$ cat src/rtl/bus_pkg.sv
// Shared encodings and default widths for the bus arbiter slice.
package bus_pkg;

    typedef enum logic [1:0] {
        ST_IDLE   = 2'd0,
        ST_ACCESS = 2'd1,
        ST_HOLD   = 2'd2
    } state_e;

    localparam int DEF_N_MASTERS = 3;
    localparam int DEF_ADDR_W    = 16;
    localparam int DEF_DATA_W    = 16;
    localparam int DEF_TIMEOUT   = 15;
    localparam int DEF_HOLD_MAX  = 31;

endpackage

$ cat src/rtl/bus_arbiter_if.sv
// Master-side requests, external bus and lock signals of the arbiter.
interface bus_arbiter_if
    import bus_pkg::*;
#(
    parameter int N_MASTERS = DEF_N_MASTERS,
    parameter int ADDR_W    = DEF_ADDR_W,
    parameter int DATA_W    = DEF_DATA_W
);
    logic [N_MASTERS-1:0]        i_req;
    logic [N_MASTERS-1:0]        i_rw;
    logic [N_MASTERS-1:0]        i_lock_req;
    logic [N_MASTERS*ADDR_W-1:0] i_addr;
    logic [N_MASTERS*DATA_W-1:0] i_wdata;
    logic [N_MASTERS-1:0]        o_gnt;
    logic [N_MASTERS-1:0]        o_done;
    logic [N_MASTERS-1:0]        o_err;
    logic [DATA_W-1:0]           o_rdata;
    logic                        o_bus_valid;
    logic                        o_bus_rw;
    logic [ADDR_W-1:0]           o_bus_addr;
    logic [DATA_W-1:0]           o_bus_wdata;
    logic [DATA_W-1:0]           i_bus_rdata;
    logic                        i_bus_ready;
    logic                        i_ext_lock;
    logic                        o_ext_lock;

    // Environment side: masters plus the external bus target.
    modport master (
        output i_req, i_rw, i_lock_req, i_addr, i_wdata,
        output i_bus_rdata, i_bus_ready, i_ext_lock,
        input  o_gnt, o_done, o_err, o_rdata,
        input  o_bus_valid, o_bus_rw, o_bus_addr, o_bus_wdata, o_ext_lock
    );

    modport slave (
        input  i_req, i_rw, i_lock_req, i_addr, i_wdata,
        input  i_bus_rdata, i_bus_ready, i_ext_lock,
        output o_gnt, o_done, o_err, o_rdata,
        output o_bus_valid, o_bus_rw, o_bus_addr, o_bus_wdata, o_ext_lock
    );

endinterface

$ cat src/rtl/rr_pick.sv
// Round-robin picker: first requester after ptr_i, wrapping modulo N.
module rr_pick #(
    parameter int N     = 3,
    parameter int IDX_W = 2
)(
    input  logic [N-1:0]     req_i,
    input  logic [IDX_W-1:0] ptr_i,
    output logic [N-1:0]     gnt_o,
    output logic [IDX_W-1:0] idx_o,
    output logic             valid_o
);

    logic [IDX_W-1:0] cand_s;

    // Scan candidates ptr+1 .. ptr+N; the first hit wins.
    always_comb begin
        gnt_o   = '0;
        idx_o   = '0;
        valid_o = 1'b0;
        cand_s  = '0;
        for (int off = 1; off <= N; off++) begin
            cand_s = IDX_W'((int'(ptr_i) + off) % N);
            if (!valid_o && req_i[cand_s]) begin
                valid_o       = 1'b1;
                gnt_o[cand_s] = 1'b1;
                idx_o         = cand_s;
            end else begin
                valid_o = valid_o;
            end
        end
    end

endmodule

$ cat src/rtl/bus_arbiter.sv
// Round-robin bus arbiter with per-access timeout and master lock (HOLD) support.
module bus_arbiter
    import bus_pkg::*;
#(
    parameter int N_MASTERS = DEF_N_MASTERS,
    parameter int ADDR_W    = DEF_ADDR_W,
    parameter int DATA_W    = DEF_DATA_W,
    parameter int TIMEOUT   = DEF_TIMEOUT,
    parameter int HOLD_MAX  = DEF_HOLD_MAX
)(
    input  logic         clk,
    input  logic         rst,
    bus_arbiter_if.slave bus
);

    localparam int IDX_W  = $clog2(N_MASTERS);
    localparam int TCNT_W = $clog2(TIMEOUT + 1);
    localparam int HCNT_W = $clog2(HOLD_MAX + 1);

    state_e                state_q, state_d;
    logic [N_MASTERS-1:0]  gnt_q, gnt_d;
    logic [IDX_W-1:0]      win_q, win_d;
    logic [IDX_W-1:0]      ptr_q, ptr_d;
    logic [N_MASTERS-1:0]  done_q, done_d;
    logic [N_MASTERS-1:0]  err_q, err_d;
    logic [DATA_W-1:0]     rdata_q, rdata_d;
    logic                  bus_valid_q, bus_valid_d;
    logic                  bus_rw_q, bus_rw_d;
    logic [ADDR_W-1:0]     bus_addr_q, bus_addr_d;
    logic [DATA_W-1:0]     bus_wdata_q, bus_wdata_d;
    logic                  ext_lock_q, ext_lock_d;
    logic [TCNT_W-1:0]     tcnt_q, tcnt_d;
    logic [HCNT_W-1:0]     hcnt_q, hcnt_d;

    logic [N_MASTERS-1:0]  eligible_s;
    logic [N_MASTERS-1:0]  pick_gnt_s;
    logic [IDX_W-1:0]      pick_idx_s;
    logic                  pick_valid_s;
    logic [ADDR_W-1:0]     addr_s  [N_MASTERS];
    logic [DATA_W-1:0]     wdata_s [N_MASTERS];

    for (genvar g = 0; g < N_MASTERS; g++) begin : g_unpack
        assign addr_s[g]  = bus.i_addr[g*ADDR_W +: ADDR_W];
        assign wdata_s[g] = bus.i_wdata[g*DATA_W +: DATA_W];
    end

    // A master whose done pulse is visible this cycle must not win again.
    assign eligible_s = bus.i_req & ~done_q;

    rr_pick #(.N(N_MASTERS), .IDX_W(IDX_W)) u_pick (
        .req_i   (eligible_s),
        .ptr_i   (ptr_q),
        .gnt_o   (pick_gnt_s),
        .idx_o   (pick_idx_s),
        .valid_o (pick_valid_s)
    );

    // Next-state and registered-output logic for IDLE / ACCESS / HOLD.
    always_comb begin
        state_d     = state_q;
        gnt_d       = gnt_q;
        win_d       = win_q;
        ptr_d       = ptr_q;
        done_d      = '0;
        err_d       = '0;
        rdata_d     = rdata_q;
        bus_valid_d = bus_valid_q;
        bus_rw_d    = bus_rw_q;
        bus_addr_d  = bus_addr_q;
        bus_wdata_d = bus_wdata_q;
        ext_lock_d  = ext_lock_q;
        tcnt_d      = tcnt_q;
        hcnt_d      = hcnt_q;
        case (state_q)
            ST_IDLE: begin
                tcnt_d = '0;
                hcnt_d = '0;
                if (!bus.i_ext_lock && pick_valid_s) begin
                    state_d     = ST_ACCESS;
                    gnt_d       = pick_gnt_s;
                    win_d       = pick_idx_s;
                    bus_valid_d = 1'b1;
                    bus_rw_d    = bus.i_rw[pick_idx_s];
                    bus_addr_d  = addr_s[pick_idx_s];
                    bus_wdata_d = wdata_s[pick_idx_s];
                    ext_lock_d  = 1'b0;
                end else begin
                    gnt_d       = '0;
                    bus_valid_d = 1'b0;
                    bus_rw_d    = 1'b0;
                    ext_lock_d  = 1'b0;
                end
            end
            ST_ACCESS: begin
                // Ready in the final counted cycle still wins over the timeout.
                if (bus.i_bus_ready) begin
                    done_d[win_q] = 1'b1;
                    rdata_d       = bus_rw_q ? rdata_q : bus.i_bus_rdata;
                    ptr_d         = win_q;
                    bus_valid_d   = 1'b0;
                    bus_rw_d      = 1'b0;
                    tcnt_d        = '0;
                    hcnt_d        = '0;
                    if (bus.i_lock_req[win_q]) begin
                        state_d    = ST_HOLD;
                        ext_lock_d = 1'b1;
                    end else begin
                        state_d    = ST_IDLE;
                        gnt_d      = '0;
                        ext_lock_d = 1'b0;
                    end
                end else if (tcnt_q == TCNT_W'(TIMEOUT - 1)) begin
                    done_d[win_q] = 1'b1;
                    err_d[win_q]  = 1'b1;
                    state_d       = ST_IDLE;
                    gnt_d         = '0;
                    bus_valid_d   = 1'b0;
                    bus_rw_d      = 1'b0;
                    ext_lock_d    = 1'b0;
                    tcnt_d        = '0;
                end else begin
                    tcnt_d = tcnt_q + TCNT_W'(1);
                end
            end
            ST_HOLD: begin
                if (!bus.i_lock_req[win_q] || (hcnt_q == HCNT_W'(HOLD_MAX - 1))) begin
                    state_d    = ST_IDLE;
                    gnt_d      = '0;
                    ext_lock_d = 1'b0;
                    hcnt_d     = '0;
                end else if (bus.i_req[win_q] && !done_q[win_q]) begin
                    state_d     = ST_ACCESS;
                    bus_valid_d = 1'b1;
                    bus_rw_d    = bus.i_rw[win_q];
                    bus_addr_d  = addr_s[win_q];
                    bus_wdata_d = wdata_s[win_q];
                    tcnt_d      = '0;
                    hcnt_d      = '0;
                end else begin
                    hcnt_d = hcnt_q + HCNT_W'(1);
                end
            end
            default: begin
                state_d     = ST_IDLE;
                gnt_d       = '0;
                bus_valid_d = 1'b0;
                bus_rw_d    = 1'b0;
                ext_lock_d  = 1'b0;
            end
        endcase
    end

    // State and output registers with synchronous reset.
    always_ff @(posedge clk) begin
        if (rst) begin
            state_q     <= ST_IDLE;
            gnt_q       <= '0;
            win_q       <= '0;
            ptr_q       <= IDX_W'(N_MASTERS - 1);
            done_q      <= '0;
            err_q       <= '0;
            rdata_q     <= '0;
            bus_valid_q <= 1'b0;
            bus_rw_q    <= 1'b0;
            bus_addr_q  <= '0;
            bus_wdata_q <= '0;
            ext_lock_q  <= 1'b0;
            tcnt_q      <= '0;
            hcnt_q      <= '0;
        end else begin
            state_q     <= state_d;
            gnt_q       <= gnt_d;
            win_q       <= win_d;
            ptr_q       <= ptr_d;
            done_q      <= done_d;
            err_q       <= err_d;
            rdata_q     <= rdata_d;
            bus_valid_q <= bus_valid_d;
            bus_rw_q    <= bus_rw_d;
            bus_addr_q  <= bus_addr_d;
            bus_wdata_q <= bus_wdata_d;
            ext_lock_q  <= ext_lock_d;
            tcnt_q      <= tcnt_d;
            hcnt_q      <= hcnt_d;
        end
    end

    assign bus.o_gnt       = gnt_q;
    assign bus.o_done      = done_q;
    assign bus.o_err       = err_q;
    assign bus.o_rdata     = rdata_q;
    assign bus.o_bus_valid = bus_valid_q;
    assign bus.o_bus_rw    = bus_rw_q;
    assign bus.o_bus_addr  = bus_addr_q;
    assign bus.o_bus_wdata = bus_wdata_q;
    assign bus.o_ext_lock  = ext_lock_q;

endmodule

$ cat src/flat_wrapper.sv
// flat-port wrapper written by rule: the top's interface ports become plain ports
module bus_arbiter_flat import bus_pkg::*;
#(
    parameter int N_MASTERS = DEF_N_MASTERS,
    parameter int ADDR_W    = DEF_ADDR_W,
    parameter int DATA_W    = DEF_DATA_W,
    parameter int TIMEOUT   = DEF_TIMEOUT,
    parameter int HOLD_MAX  = DEF_HOLD_MAX
)
  (clk, rst, bus_i_req, bus_i_rw, bus_i_lock_req, bus_i_addr, bus_i_wdata, bus_i_bus_rdata, bus_i_bus_ready, bus_i_ext_lock, bus_o_gnt, bus_o_done, bus_o_err, bus_o_rdata, bus_o_bus_valid, bus_o_bus_rw, bus_o_bus_addr, bus_o_bus_wdata, bus_o_ext_lock);
  bus_arbiter_if #(.N_MASTERS(N_MASTERS), .ADDR_W(ADDR_W), .DATA_W(DATA_W)) bus_i ();
  input  logic clk;
  input  logic rst;
  input wire logic [$bits(bus_i.i_req)-1:0] bus_i_req;
  input wire logic [$bits(bus_i.i_rw)-1:0] bus_i_rw;
  input wire logic [$bits(bus_i.i_lock_req)-1:0] bus_i_lock_req;
  input wire logic [$bits(bus_i.i_addr)-1:0] bus_i_addr;
  input wire logic [$bits(bus_i.i_wdata)-1:0] bus_i_wdata;
  input wire logic [$bits(bus_i.i_bus_rdata)-1:0] bus_i_bus_rdata;
  input wire logic [$bits(bus_i.i_bus_ready)-1:0] bus_i_bus_ready;
  input wire logic [$bits(bus_i.i_ext_lock)-1:0] bus_i_ext_lock;
  output wire logic [$bits(bus_i.o_gnt)-1:0] bus_o_gnt;
  output wire logic [$bits(bus_i.o_done)-1:0] bus_o_done;
  output wire logic [$bits(bus_i.o_err)-1:0] bus_o_err;
  output wire logic [$bits(bus_i.o_rdata)-1:0] bus_o_rdata;
  output wire logic [$bits(bus_i.o_bus_valid)-1:0] bus_o_bus_valid;
  output wire logic [$bits(bus_i.o_bus_rw)-1:0] bus_o_bus_rw;
  output wire logic [$bits(bus_i.o_bus_addr)-1:0] bus_o_bus_addr;
  output wire logic [$bits(bus_i.o_bus_wdata)-1:0] bus_o_bus_wdata;
  output wire logic [$bits(bus_i.o_ext_lock)-1:0] bus_o_ext_lock;
  assign bus_i.i_req = bus_i_req;
  assign bus_i.i_rw = bus_i_rw;
  assign bus_i.i_lock_req = bus_i_lock_req;
  assign bus_i.i_addr = bus_i_addr;
  assign bus_i.i_wdata = bus_i_wdata;
  assign bus_i.i_bus_rdata = bus_i_bus_rdata;
  assign bus_i.i_bus_ready = bus_i_bus_ready;
  assign bus_i.i_ext_lock = bus_i_ext_lock;
  assign bus_o_gnt = bus_i.o_gnt;
  assign bus_o_done = bus_i.o_done;
  assign bus_o_err = bus_i.o_err;
  assign bus_o_rdata = bus_i.o_rdata;
  assign bus_o_bus_valid = bus_i.o_bus_valid;
  assign bus_o_bus_rw = bus_i.o_bus_rw;
  assign bus_o_bus_addr = bus_i.o_bus_addr;
  assign bus_o_bus_wdata = bus_i.o_bus_wdata;
  assign bus_o_ext_lock = bus_i.o_ext_lock;
  bus_arbiter #(.N_MASTERS(N_MASTERS), .ADDR_W(ADDR_W), .DATA_W(DATA_W), .TIMEOUT(TIMEOUT), .HOLD_MAX(HOLD_MAX)) u_core (.clk(clk), .rst(rst), .bus(bus_i));
endmodule
$ cat config.mk
export PLATFORM = sky130hd
export DESIGN_NAME = bus_arbiter_flat
export DESIGN_NICKNAME = d
export VERILOG_FILES = /design/src/rtl/bus_pkg.sv /design/src/rtl/bus_arbiter_if.sv /design/src/rtl/rr_pick.sv /design/src/rtl/bus_arbiter.sv /design/src/flat_wrapper.sv
export SDC_FILE = /design/constraint.sdc
export NUM_CORES = 1
export LEC_CHECK = 0
export ABC_AREA = 1
export BUFFER_PORTS_ARGS = -buffer_cell sky130_fd_sc_hd__buf_2
export CORE_ASPECT_RATIO = 0.6
export CORE_MARGIN = 4
export CORE_UTILIZATION = 45
export DETAILED_ROUTE_END_ITERATION = 10
export PLACE_DENSITY = 0.76
export SLEW_MARGIN = 20
export SYNTH_ARGS = -nofsm -noshare
export SYNTH_HDL_FRONTEND = slang
export SYNTH_SLANG_ARGS = --single-unit
$ cat constraint.sdc
create_clock -name clk -period 2.3 [get_ports clk]
set_input_delay 0 -clock clk [delete_from_list [all_inputs] [get_ports clk]]
set_output_delay 0 -clock clk [all_outputs]
set_load 0.05 [all_outputs]
* After elaboration in Yosys (flattened, before gate mapping)
Index checks and enable logic that the tools add are counted.
Cells by class: reduce and logical (&&, ||, !) cells 29, multiplexer cells 91, $lt $le $gt $ge 11, divide/modulo/power cells 3, eq/ne operators 12, add/sub/neg operators 5, bitwise operators 8
Operator list (number):
- $mux W16 | 14
- $bmux W16 S2 | 4
- $mod A32 B3 Y32 const B | 3
- $pmux W16 S2 | 2
- $mux W3 | 10
- $mux W1 | 26
- $mux W2 | 9
- $bmux W1 S2 | 8
- $mux W4 | 4
- $lt A2 B3 Y1 const B | 5
- $mux W5 | 3
- $pmux W5 S3 | 1
- $reduce_and A3 Y1 | 5
- $pmux W4 S3 | 1
- $pmux W3 S3 | 1
- $demux W1 S2 | 4
- $ge A2 B1 Y1 const B | 4
- $logic_and A1 B1 Y1 | 8
- $reduce_and A2 Y1 | 4
- $add A2 B2 Y3 const B | 2
- $ge A3 B3 Y1 const B | 2
- $ne A2 B1 Y1 const B | 3
- $not A2 Y3 | 2
- $or A3 B3 Y3 | 2
- 25 further kinds | 32
Word-level totals: logic and storage cells 173, bits of input ports 125, output and inout bits 60, register bits after elaboration 75

* Depth between registers and ports, before layout
depth after elaboration 17, mapped depth 16, gate-level depth less buffers 14

* Cells and area by module
Synthesis repeated with hierarchy kept, for this count alone.
Unflattened totals: cell total of the unflattened synthesis 1014, area, all modules 5649.2 um^2
Modules (own cells, without submodules):
- bus_arbiter | seq. area each 1501.4 um^2, instances 1, cells each 950, area each 5320.1 um^2
- rr_pick | seq. area each 0.0 um^2, instances 1, cells each 64, area each 329.1 um^2

* Least setup slack after synthesis
Ideal clock, no wire load.
path type reg-to-reg, start point register u_core.ptr_q[0], end point register u_core.bus_addr_q[0] (netlist: u_core.bus.o_bus_addr[0]), path buffers 2, period minus slack after synthesis 2080 ps, setup time 132 ps, path slack 220 ps, arrival time 1948 ps, stages on the path, launching flop included 15, required time 2168 ps, path through dfxtp_1 inv_1 ha_1 buf_2 o21ai_0 nand2_2 nand3_2 nand3_2 nand2_2 buf_2 nand2_1 nand3_1 nand2_1 nand2_1 a21oi_1
On the way: cells in the longest elaborated chain, start to end 17, elaborated cells between the ends (all ways) 31, classes of those cells add/sub (3); div (3); eq/ne (1); mux (17); bitwise (1); reduce/logical (6)
Ends and longest elaborated chain:
- from (decl) | RTL line bus_arbiter.sv:23 | logic [IDX_W-1:0] ptr_q, ptr_d;
- from (signal assigned) | RTL line bus_arbiter.sv:159 | ptr_q <= IDX_W'(N_MASTERS - 1);
- from (signal assigned) | RTL line bus_arbiter.sv:174 | ptr_q <= ptr_d;
- $add A2 B1 Y3 | RTL line rr_pick.sv:22 | cand_s = IDX_W'((int'(ptr_i) + off) % N);
- $mod A32 B3 Y32 | RTL line rr_pick.sv:22
- $bmux W1 S2 | RTL line rr_pick.sv:23 | if (!valid_o && req_i[cand_s]) begin
- $mux W1 (not written as such) | RTL line rr_pick.sv:23
- $mux W1 | RTL line rr_pick.sv:23
- $logic_not A1 Y1 | RTL line rr_pick.sv:23
- $logic_and A1 B1 Y1 | RTL line rr_pick.sv:23
- $mux W1 | RTL line rr_pick.sv:23
- $logic_not A1 Y1 | RTL line rr_pick.sv:23
- $logic_and A1 B1 Y1 | RTL line rr_pick.sv:23
- $mux W2 | RTL line rr_pick.sv:23
- $not A2 Y3 (not written as such) | RTL line bus_arbiter.sv:84 | bus_addr_d = addr_s[pick_idx_s];
- $bmux W16 S2 | RTL line bus_arbiter.sv:84
- $mux W16 (not written as such) (2 in series) | RTL line bus_arbiter.sv:84
- $mux W16 | RTL line bus_arbiter.sv:78 | if (!bus.i_ext_lock && pick_valid_s) begin
- $pmux W16 S2 | RTL line bus_arbiter.sv:74 | case (state_q)
- to (signal assigned) | RTL line bus_arbiter.sv:180 | bus_addr_q <= bus_addr_d;
- to (decl) | RTL line bus_arbiter.sv:29 | logic [ADDR_W-1:0] bus_addr_q, bus_addr_d;
Parallel ways exist; a longest one is shown, timed or not. The select of a mux whose other input is x is not followed. A chain may end at the register's enable or synchronous reset.

* Worst setup path in the final report
start point register u_core.ptr_q[0], end point register u_core.bus_wdata_q[10] (netlist: u_core.bus.o_bus_wdata[10])
On the way: cells in the longest elaborated chain, start to end 17, elaborated cells between the ends (all ways) 31, classes of those cells add/sub (3); div (3); eq/ne (1); mux (17); bitwise (1); reduce/logical (6)
Ends and longest elaborated chain:
- $add A2 B1 Y3 | RTL line rr_pick.sv:22
- $mod A32 B3 Y32 | RTL line rr_pick.sv:22
- $bmux W1 S2 | RTL line rr_pick.sv:23
- $mux W1 (not written as such) | RTL line rr_pick.sv:23
- $mux W1 | RTL line rr_pick.sv:23
- $logic_not A1 Y1 | RTL line rr_pick.sv:23
- $logic_and A1 B1 Y1 | RTL line rr_pick.sv:23
- $mux W1 | RTL line rr_pick.sv:23
- $logic_not A1 Y1 | RTL line rr_pick.sv:23
- $logic_and A1 B1 Y1 | RTL line rr_pick.sv:23
- $mux W2 | RTL line rr_pick.sv:23
- $not A2 Y3 (not written as such) | RTL line bus_arbiter.sv:85 | bus_wdata_d = wdata_s[pick_idx_s];
- $bmux W16 S2 | RTL line bus_arbiter.sv:85
- $mux W16 (not written as such) (2 in series) | RTL line bus_arbiter.sv:85
- $mux W16 | RTL line bus_arbiter.sv:78
- $pmux W16 S2 | RTL line bus_arbiter.sv:74
- to (signal assigned) | RTL line bus_arbiter.sv:181 | bus_wdata_q <= bus_wdata_d;
- to (decl) | RTL line bus_arbiter.sv:30 | logic [DATA_W-1:0] bus_wdata_q, bus_wdata_d;
Parallel ways exist; a longest one is shown, timed or not. The select of a mux whose other input is x is not followed.

==> results.cfg <==
[floorplanning]
initial_core_util = 0.462
die_w_um = 143
fp.dieH_um = 88.8
pin_count = 185
rows = 29
die_area_um2 = 12700
core_um2 = 10600

[pwr]
p_per_area_nw_per_um2 = 832
p_int_mw = 3.06
pwr-share-comb = 0.459
p_seq_frac = 0.280
ir_worst_vdd_mv = 0.473
power_leakage_nw = 3.48
p_switching_mw = 2.42
p_clk_frac = 0.261
switching_share = 0.442

[grt]
gr-total-overflow = 0
grt_antenna_before_repair = 0
grt_first_pass_wirelength_mm = 26.1
groute.usage.overall = 0.255
grt_max_degree = 46
grt_pass1_vias = 5264

[sta]
finalMaxSlewViolations = 0
finalSetupViolations = 0
setup_tns_ns = 0
clock_skew_ns = 0.00809
fmax_mhz = 467
tightest_slew_ns = 0.593
timing.final.crit_share = 0.931
layout_min_cycle_time_ns = 2.14
hold_viol = 0
relSlewSlack = 0.604
rsz0062_at_grt = false

[logic_synthesis]
avgSynthCellArea_um2 = 6.18
async_reset_ff_frac = 0
synth_enable_flop_cells = 0
syn_nets = 925
synthCells = 792
synth_cell_types = 31
synth-seq-cells = 75
synth_warnings = 0
synth.cell_area_um2 = 4890
yosysSeqAreaShare = 0.307
ys.flop_type = dfxtp_1

[clocking]
clk_latency_ns = 0.34
numCtsBuffers = 9
h-tree-depth = 3
clkSlewWorstSetupHoldPaths_ns = 0.07
root_buffer = clkbuf_16
cts_tree = done
cts_sinks = 75
cts.path.max_buffers = 2

[finish]
final_cell_mix = buf_2 (184), nand2_1 (179), a21oi_1 (107)
nNetsFinal = 1113
post-route-util = 0.622
diodes = 0
multi_input_area_um2 = 2870
seqCellArea_um2 = 1500
syn_to_final_growth_pct = 34.6
mostFrequentLayoutCell = buf_2
drive_gt1_frac = 0.260
n_fill_cell = 993

[detailed_routing]
drt.antenna.violating_nets = 0
top_layer_used = met4
wl_met3_mm = 1.84
wl_met2_mm = 7.27
drt-met1-wl_mm = 7.74
drt-total-wl_mm = 17.0
firstDrtPassIters = 5
viasPerCell = 5.33
vias = 5993
wl_per_cell_um = 15.2
initialDrtViolationCount = 549
drcViolationCount = 0

[outcome]
status = finished, final reports clean

[setup_path]
cp_max_fo = 32
crit_path_start_kind = flop
crit_top_cell = nand2_1
worstSetupPathType = flop to flop
max_stage_delay_ns = 0.34
crit_slowest_cell = dfxtp_2
crit_chain = inv_1 > ha_4 > buf_4 > nand2_1 > nand3_1 > a31oi_1 > nand2_2 > inv_1 > buf_12 > nand3_1 > nand2_1 > nand2_1 > a21oi_1
cp.arrival_ns = 2.41
cp_data_required_time_ns = 2.57
endpoint_kind = flop

[placement]
port-buffer-count = 184
hpwlAfterDp_mm = 11.6
globalplace.congestion = 0.955

[worst_hold_path]
min-delay-path-class = input port to flop

[run]
maxCapViolCount = 0
[cell usage after synthesis (2+ instances only)]
cell,n,area (µm²)
nand2_1,180,676
buf_1,4,15.0
nand3_1,89,445
clkbuf_1,26,97.6
o211ai_1,2,15.0
o21ai_0,23,115
buf_2,16,80.1
a21oi_2,6,52.6
inv_1,95,357
a21oi_1,107,536
xor2_1,5,43.8
o22ai_1,2,12.5
nand4_1,6,37.5
dfxtp_1,75,1500
nor2_2,4,25.0
nand2_2,3,18.8
buf_6,2,22.5
ha_1,8,100
inv_2,6,22.5
a211oi_1,2,15.0
nor2_1,82,308
a221oi_1,32,280
nor3_1,7,35.0
nand3_2,3,30.0
[worst max-delay path: cells and delay by family, from the launching register on]
kind | cells | cell delay (ns)
adder cells (fa/ha/maj) | 1 | 0.24
AND/OR/NAND/NOR | 6 | 0.51
flip-flops | 1 | 0.34
buffers and inverters | 4 | 0.59
AO/OA/AOI/OAI | 2 | 0.37
[final timing paths]
kind              cells after the start  slack (ns)                      start                         end
hold / removal                        4        0.02            bus_i_bus_ready            u_core.hcnt_q[0]
setup / recovery                     13        0.16            u_core.ptr_q[0]  u_core.bus.o_bus_wdata[10]
hold reg to reg                       2        0.46  u_core.bus.o_bus_wdata[6]   u_core.bus.o_bus_wdata[6]
setup reg to reg                     13        0.16            u_core.ptr_q[0]  u_core.bus.o_bus_wdata[10]
[logic make-up (layout without fill, tap and decap cells)]
group,count (synthesis),after routing,share of synthesized area
compound gates,179,179,0.217
xor+xnor,5,5,0.00895
fa+ha+maj,8,8,0.0205
buf+inv,149,342,0.121
flops,75,75,0.307
simple gates,376,376,0.326
[stage by stage]
stage	total power, mW	setup WS, ns	hold WS [ns]	cell area (µm²)	std cells
2_1_floorplan	3.24	0.220	0.135	4890	792
3_3_place_gp	3.92	0.0205	0.221	6030	1089
3_5_place_dp	3.93	0.0376	0.228	6030	1089
4_1_cts	5.38	0.0491	0.00319	6490	1121
5_1_grt	5.80	0.00665	0.0539	6590	1124
6_report	5.48	0.159	0.0183	6590	1124
[routing by layer]
layer / track usage / vias to the layer above
li1: - / 3000
met1: 0.372 / 2646
met2: 0.390 / 330
met3: 0.0535 / 17
met4: 0.0500 / 0
met5: 0 / -
[final cells by class]
cell class / count / area share
flip-flops and latches: 75 / 0.228
repair buffers: 225 / 0.207
inverters: 101 / 0.0575
clock buffers: 9 / 0.0342
clock inverters: 7 / 0.0114
multi-input cells: 568 / 0.435
well taps: 139 / 0.0264
[registers in the layout, indices dropped and copies added, names as in the netlist]
signal / flops
u_core.bus.o_done: 3
u_core.state_q: 2
u_core.bus.o_err: 3
u_core.hcnt_q: 5
u_core.win_q: 2
u_core.bus.o_ext_lock: 1
u_core.bus.o_bus_wdata: 16
u_core.bus.o_rdata: 16
u_core.tcnt_q: 4
u_core.bus.o_bus_valid: 1
u_core.bus.o_gnt: 3
u_core.bus.o_bus_addr: 16
u_core.ptr_q: 2
u_core.bus.o_bus_rw: 1
[power by group through the flow]
stage | combinational, mW | sequential (mW) | clock, mW
after floorplan | 1.22 | 2.02 | 0
after global placement | 2.36 | 1.56 | 0
after detailed placement | 2.37 | 1.56 | 0
after CTS | 2.40 | 1.53 | 1.45
after global routing | 2.74 | 1.55 | 1.50
final | 2.51 | 1.54 | 1.43
[what timing repair did]
action | 4_1_cts | 5_1_grt
resized for setup | 1 | 12
pin swaps | 0 | 3
gates cloned | 0 | 1
hold buffers | 16 | 0
setup buffers | 0 | 2
endpoints found under the setup margin | 1 | 33
endpoints found under the hold margin | 16 | 0
Note: power is estimated with default switching activity, not from simulation.
